## src/rtl/regfile_ctrl_pkg.sv

```systemverilog
// regfile_ctrl_pkg
//   Shared types and default sizes for the register-file write-port
//   controller.
//   - state_e : controller state (CLEAR sweep / RUN arbitration)
//   - req_e   : writeback requester identity, used for round-robin priority
package regfile_ctrl_pkg;

    typedef enum logic {
        CLEAR = 1'b0,
        RUN   = 1'b1
    } state_e;

    typedef enum logic {
        REQ_ALU = 1'b0,
        REQ_MEM = 1'b1
    } req_e;

    localparam int unsigned DEF_DATA_WIDTH = 16;
    localparam int unsigned DEF_ADDR_WIDTH = 2;

endpackage

```

## src/rtl/regfile_write_ctrl_arb.sv

```systemverilog
// rr_arbiter2
//   Two-way round-robin arbiter, purely combinational.
//   Ports:
//     req_alu_i   - ALU request
//     req_mem_i   - memory-load request
//     priority_i  - requester that wins when both request
//     grant_o     - one-hot grant, bit 0 = ALU, bit 1 = MEM
//     contended_o - both requested; the caller uses it to rotate priority
module rr_arbiter2
    import regfile_ctrl_pkg::*;
(
    input  logic       req_alu_i,
    input  logic       req_mem_i,
    input  req_e       priority_i,
    output logic [1:0] grant_o,
    output logic       contended_o
);

    always_comb begin
        contended_o = req_alu_i && req_mem_i;
        if (contended_o) begin
            grant_o = (priority_i == REQ_ALU) ? 2'b01 : 2'b10;
        end else begin
            grant_o = {req_mem_i, req_alu_i};
        end
    end

endmodule

```

## src/rtl/regfile_write_ctrl.sv

```systemverilog
// regfile_write_ctrl
//   Owns the single write port of the register file. After reset (or a
//   ClearReq pulse) it sweeps zeros into every register, then shares the
//   port between the ALU and memory-load writeback paths with round-robin
//   arbitration.
//   Ports:
//     Clock, ResetN             - clock, asynchronous active-low reset
//     ClearReq                  - pulse: (re)start the zero-clear sweep
//     AluValid/AluRD/AluData    - ALU writeback request
//     AluReady                  - ALU request accepted this cycle
//     MemValid/MemRD/MemData    - load writeback request
//     MemReady                  - load request accepted this cycle
//     RegWrite/RD/WriteData     - registered register-file write port
//     ClearDone                 - high while in RUN
module regfile_write_ctrl
    import regfile_ctrl_pkg::*;
#(
    parameter int unsigned DATA_WIDTH = DEF_DATA_WIDTH,
    parameter int unsigned ADDR_WIDTH = DEF_ADDR_WIDTH
) (
    input  logic                  Clock,
    input  logic                  ResetN,
    input  logic                  ClearReq,
    input  logic                  AluValid,
    input  logic [ADDR_WIDTH-1:0] AluRD,
    input  logic [DATA_WIDTH-1:0] AluData,
    output logic                  AluReady,
    input  logic                  MemValid,
    input  logic [ADDR_WIDTH-1:0] MemRD,
    input  logic [DATA_WIDTH-1:0] MemData,
    output logic                  MemReady,
    output logic                  RegWrite,
    output logic [ADDR_WIDTH-1:0] RD,
    output logic [DATA_WIDTH-1:0] WriteData,
    output logic                  ClearDone
);

    state_e                  state_q;
    logic [ADDR_WIDTH-1:0]   clear_cnt_q;
    req_e                    prio_q;
    req_e                    prio_d;
    logic                    regwrite_q;
    logic [ADDR_WIDTH-1:0]   rd_q;
    logic [DATA_WIDTH-1:0]   wdata_q;
    logic                    done_q;

    logic [1:0]              grant;
    logic                    contended;
    logic                    accept_en;

    rr_arbiter2 u_arb (
        .req_alu_i   (AluValid),
        .req_mem_i   (MemValid),
        .priority_i  (prio_q),
        .grant_o     (grant),
        .contended_o (contended)
    );

    // Readys depend only on inputs and state/priority flops, never on the
    // registered write port, so no ready->valid loop can form upstream.
    always_comb begin
        accept_en = (state_q == RUN) && !ClearReq;
        AluReady  = accept_en && grant[0];
        MemReady  = accept_en && grant[1];
        prio_d    = prio_q;
        if (accept_en && contended) begin
            prio_d = grant[0] ? REQ_MEM : REQ_ALU;
        end
    end

    always_ff @(posedge Clock or negedge ResetN) begin
        if (!ResetN) begin
            state_q     <= CLEAR;
            clear_cnt_q <= '0;
            prio_q      <= REQ_ALU;
            regwrite_q  <= 1'b0;
            rd_q        <= '0;
            wdata_q     <= '0;
            done_q      <= 1'b0;
        end else if (ClearReq) begin
            // Restart from index 0 in either state; nothing is written on
            // the restart edge itself.
            state_q     <= CLEAR;
            clear_cnt_q <= '0;
            regwrite_q  <= 1'b0;
            done_q      <= 1'b0;
        end else begin
            case (state_q)
                CLEAR: begin
                    regwrite_q  <= 1'b1;
                    rd_q        <= clear_cnt_q;
                    wdata_q     <= '0;
                    clear_cnt_q <= clear_cnt_q + 1'b1;
                    if (clear_cnt_q == '1) begin
                        state_q <= RUN;
                        done_q  <= 1'b1;
                    end
                end
                RUN: begin
                    regwrite_q <= AluReady || MemReady;
                    prio_q     <= prio_d;
                    if (AluReady) begin
                        rd_q    <= AluRD;
                        wdata_q <= AluData;
                    end else if (MemReady) begin
                        rd_q    <= MemRD;
                        wdata_q <= MemData;
                    end
                end
                default: state_q <= CLEAR;
            endcase
        end
    end

    assign RegWrite  = regwrite_q;
    assign RD        = rd_q;
    assign WriteData = wdata_q;
    assign ClearDone = done_q;

endmodule

```

## config.mk

```make
export PLATFORM = sky130hd
export DESIGN_NAME = regfile_write_ctrl
export DESIGN_NICKNAME = d
export VERILOG_FILES = /design/src/rtl/regfile_ctrl_pkg.sv /design/src/rtl/regfile_write_ctrl_arb.sv /design/src/rtl/regfile_write_ctrl.sv
export SDC_FILE = /design/constraint.sdc
export NUM_CORES = 1
export LEC_CHECK = 0
export ABC_AREA = 0
export CORE_MARGIN = 4
export CORE_UTILIZATION = 39
export CTS_CLUSTER_DIAMETER = 80
export DETAILED_ROUTE_END_ITERATION = 10
export PLACE_DENSITY = 0.79
export SETUP_SLACK_MARGIN = 0.4
export SLEW_MARGIN = 20
export SYNTH_ARGS = -nofsm -noshare
export SYNTH_HDL_FRONTEND = slang
export SYNTH_SLANG_ARGS = --single-unit
```

## constraint.sdc

```tcl
create_clock -name Clock -period 1.8 [get_ports Clock]
set_input_delay 0.45 -clock Clock [delete_from_list [all_inputs] [get_ports Clock]]
set_output_delay 0.45 -clock Clock [all_outputs]
set_load 0.02 [all_outputs]
```

==> qor.txt <==
CTS Buf Count -> 3
Final GP Congestion -> 0.751
Total Routing Usage GR -> 0.169
Synth Area in Adders -> 0.0104
Pleak -> 0.892 nW
Sw frac -> 0.309
Register area share after synthesis -> 0.499
Final instance area -> 1910 sq um
Clk Latency, worst-skew pair -> 0.30 ns
Multi-input logic area -> 587 sq um
Global-route wire length before repair -> 5.42 mm
Pre-antenna DRT Iters -> 2
Final Skew -> 0.00547 ns
Worst Setup End Kind -> output pin
Antenna cells -> 0
Xor and xnor area share after synthesis -> 0.0146
Compound-cell area share of the yosys netlist -> 0.136
Async set or reset register ratio after synthesis -> 1.00
Layout cells sized above 1 -> 0.324
RSZ-0062 raised after global routing -> yes
Commonest cells in the netlist -> dfrtp_1 (24), mux2i_1 (19), nand2_1 (16), o21ai_2 (9), o21ai_0 (8)
Worst-path maximum fanout -> 3
Hold slack -> 0.488 ns
DIE HEIGHT -> 63.5 um
Synth Area in Simple Gates -> 0.108
Clock root cell -> clkbuf_4
Average wire per standard cell -> 15.4 um
WL final -> 3.23 mm
Via count -> 1,060
Crit share post-route -> 0.935
CTS max path bufs -> 2
Largest net degree at the start of global routing -> 25
Sw power -> 0.000415 W
Nets -> 223
Maximum Capacitance Violations -> 0
Core Rows -> 19
Clock share of power -> 0.165
Seq cells post-synth -> 24
Clock H-tree levels -> 1
Count leader, synth -> dfrtp_1
Outcome -> finished clean
Rel. slew slack -> 0.800
Comb power frac -> 0.359
Final Critical Period -> 1.68 ns
Final Setup Violations -> 0
Synth area leaders -> dfrtp_1 (50%), mux2i_1 (16%), o21ai_2 (6.6%), nand2_1 (5.0%), o21ai_0 (3.3%)
Die area -> 4040 sq um
Gate count after technology mapping -> 109
Die width -> 63.5 um
Post-synthesis mux area share -> 0.158
Total core area -> 2850 sq um
Vias in the first global route -> 1,133
Gr ovfl total -> 0
Synthesized Nets -> 151
Iter 0 DRT Violations -> 20
Largest family of logic cells by synthesized area -> multiplexers
Fill cell count -> 251
Register area -> 601 sq um
DRC -> 0
Number of flops mapped to enable cells by yosys -> 0
Routed vias/inst -> 5.05
Post-DP HPWL -> 2.42 mm
Post-Syn Area per Cell -> 11.0 sq um
Clock-pin slew on the worst setup and hold paths -> 0.12 ns
Hold Vio Cnt, Final -> 0
Max Clk Rate -> 594 MHz
Required @ worst endpoint -> 1.35 ns
Slew @ Worst Pin -> 0.300 ns
Critical path type -> in -> out
Synth-to-Final Area Change -> 59.1%
Initial antenna violation count -> 0
PD cells -> 701 nW/um^2
Synth Warn # -> 0
Cell Int Power -> 0.000927 W
TritonCTS clock tree -> done
Placed inst area -> 1870 sq um
IO Count -> 63
I/O Buffers -> 62
CTS Sinks -> 24
Sequential Power Share -> 0.476
Hold Crit Class -> in -> async
Mapped Area -> 1200 sq um
Initial core utilization -> 0.421
Post-DRT Antenna Nets -> 0
Top_reg_cell synth -> dfrtp_1
CP startpoint kind -> input pin
Critical path arrival -> 1.23 ns
Slew Limit Fails -> 0
CTS hold repair buffers -> 0
Yosys top cell area share -> 0.499
Synth area leader -> dfrtp_1
Unique masters post-synth -> 24
Max VDD drop -> 0.417 mV
[registers in the layout, summed over array words and instances, names as in the netlist]
signal / count
WriteData: 16
RD: 2
clear_cnt_q: 2
ClearDone: 1
RegWrite: 1
prio_q: 1
state_q: 1
[layout make-up]
cell class                 instances  area share
clock buffer                       3      0.0118
inverter                           4     0.00916
multi-input combinational         75       0.307
sequential                        24       0.314
tap                               31      0.0203
timing repair buffer              73       0.338
[worst paths after layout]
| kind | from | slack [ns] | depth (start not counted) | endpoint |
|---|---|---|---|---|
| setup / recovery | MemValid | 0.12 | 4 | AluReady |
| hold / removal | ResetN | 0.49 | 2 | prio_q |
| setup reg to reg | prio_q | 0.31 | 5 | WriteData[6] |
| hold reg to reg | WriteData[6] | 0.49 | 2 | WriteData[6] |
| max in group asynchronous | ResetN | 1.07 | 2 | WriteData[9] |
| min in group Clock | WriteData[6] | 0.49 | 2 | WriteData[6] |
[routing by layer]
metal / share of wire / global-route usage / up-vias
li1: - / - / 507
met1: 0.42 / 0.207 / 502
met2: 0.49 / 0.284 / 49
met3: 0.092 / 0.0586 / 2
met4: 0.0031 / 0.0377 / 0
met5: 0 / 0 / -
[critical path, cell delays in order]
cell and delay, ns:
clkdlybuf4s15_1 0.24, a211oi_4 0.27, and2_4 0.17, buf_6 0.10
[cells by family after synthesis]
family,count (synthesis)
buf+inv,11
simple gates,28
xor+xnor,2
flops,24
mux,19
fa+ha+maj,1
compound gates,24
[power by group through the flow]
stage / clock (W) / sequential, W / combinational, W
5_1_grt: 0.000260 / 0.000646 / 0.000523
3_3_place_gp: 0 / 0.000646 / 0.000452
3_5_place_dp: 0 / 0.000652 / 0.000465
2_1_floorplan: 0 / 0.000692 / 0.000192
4_1_cts: 0.000237 / 0.000640 / 0.000467
6_report: 0.000221 / 0.000639 / 0.000481
[metrics by stage]
| step | cells | power [W] | utilization | worst slack, ns | setup TNS, ns |
|---|---|---|---|---|---|
| finish | 210 | 0.00134 | 0.671 | 0.118 | 0 |
| global route | 210 | 0.00143 | 0.671 | 0.0652 | 0 |
| floorplan | 109 | 0.000884 | - | 0.137 | 0 |
| global placement | 203 | 0.00110 | 0.656 | -0.608 | -4.76 |
| detailed placement | 203 | 0.00112 | 0.656 | -0.645 | -5.89 |
| CTS | 209 | 0.00134 | 0.657 | 0.0804 | 0 |
[timing repair]
action | in CTS | in global routing
setup buffers | 2 | 0
pin swaps | 2 | 1
gates cloned | 1 | 1
setup endpoints to repair | 41 | 21
hold endpoints to repair | 0 | 0
gates resized for setup | 102 | 9
[placed cells by master (no fill, tap or decap), types with 2 or more instances in the layout]
cell type / count
o21ai_0: 8
inv_1: 2
clkbuf_4: 3
mux2i_2: 2
mux2i_1: 15
buf_4: 8
buf_2: 20
buf_6: 3
mux2i_4: 2
o21ai_2: 9
dfrtp_1: 24
nor3b_1: 2
nand2_1: 16
nor2_1: 6
a21oi_1: 3
clkdlybuf4s50_1: 37
No activity file was read; power rests on OpenSTA's default activity.
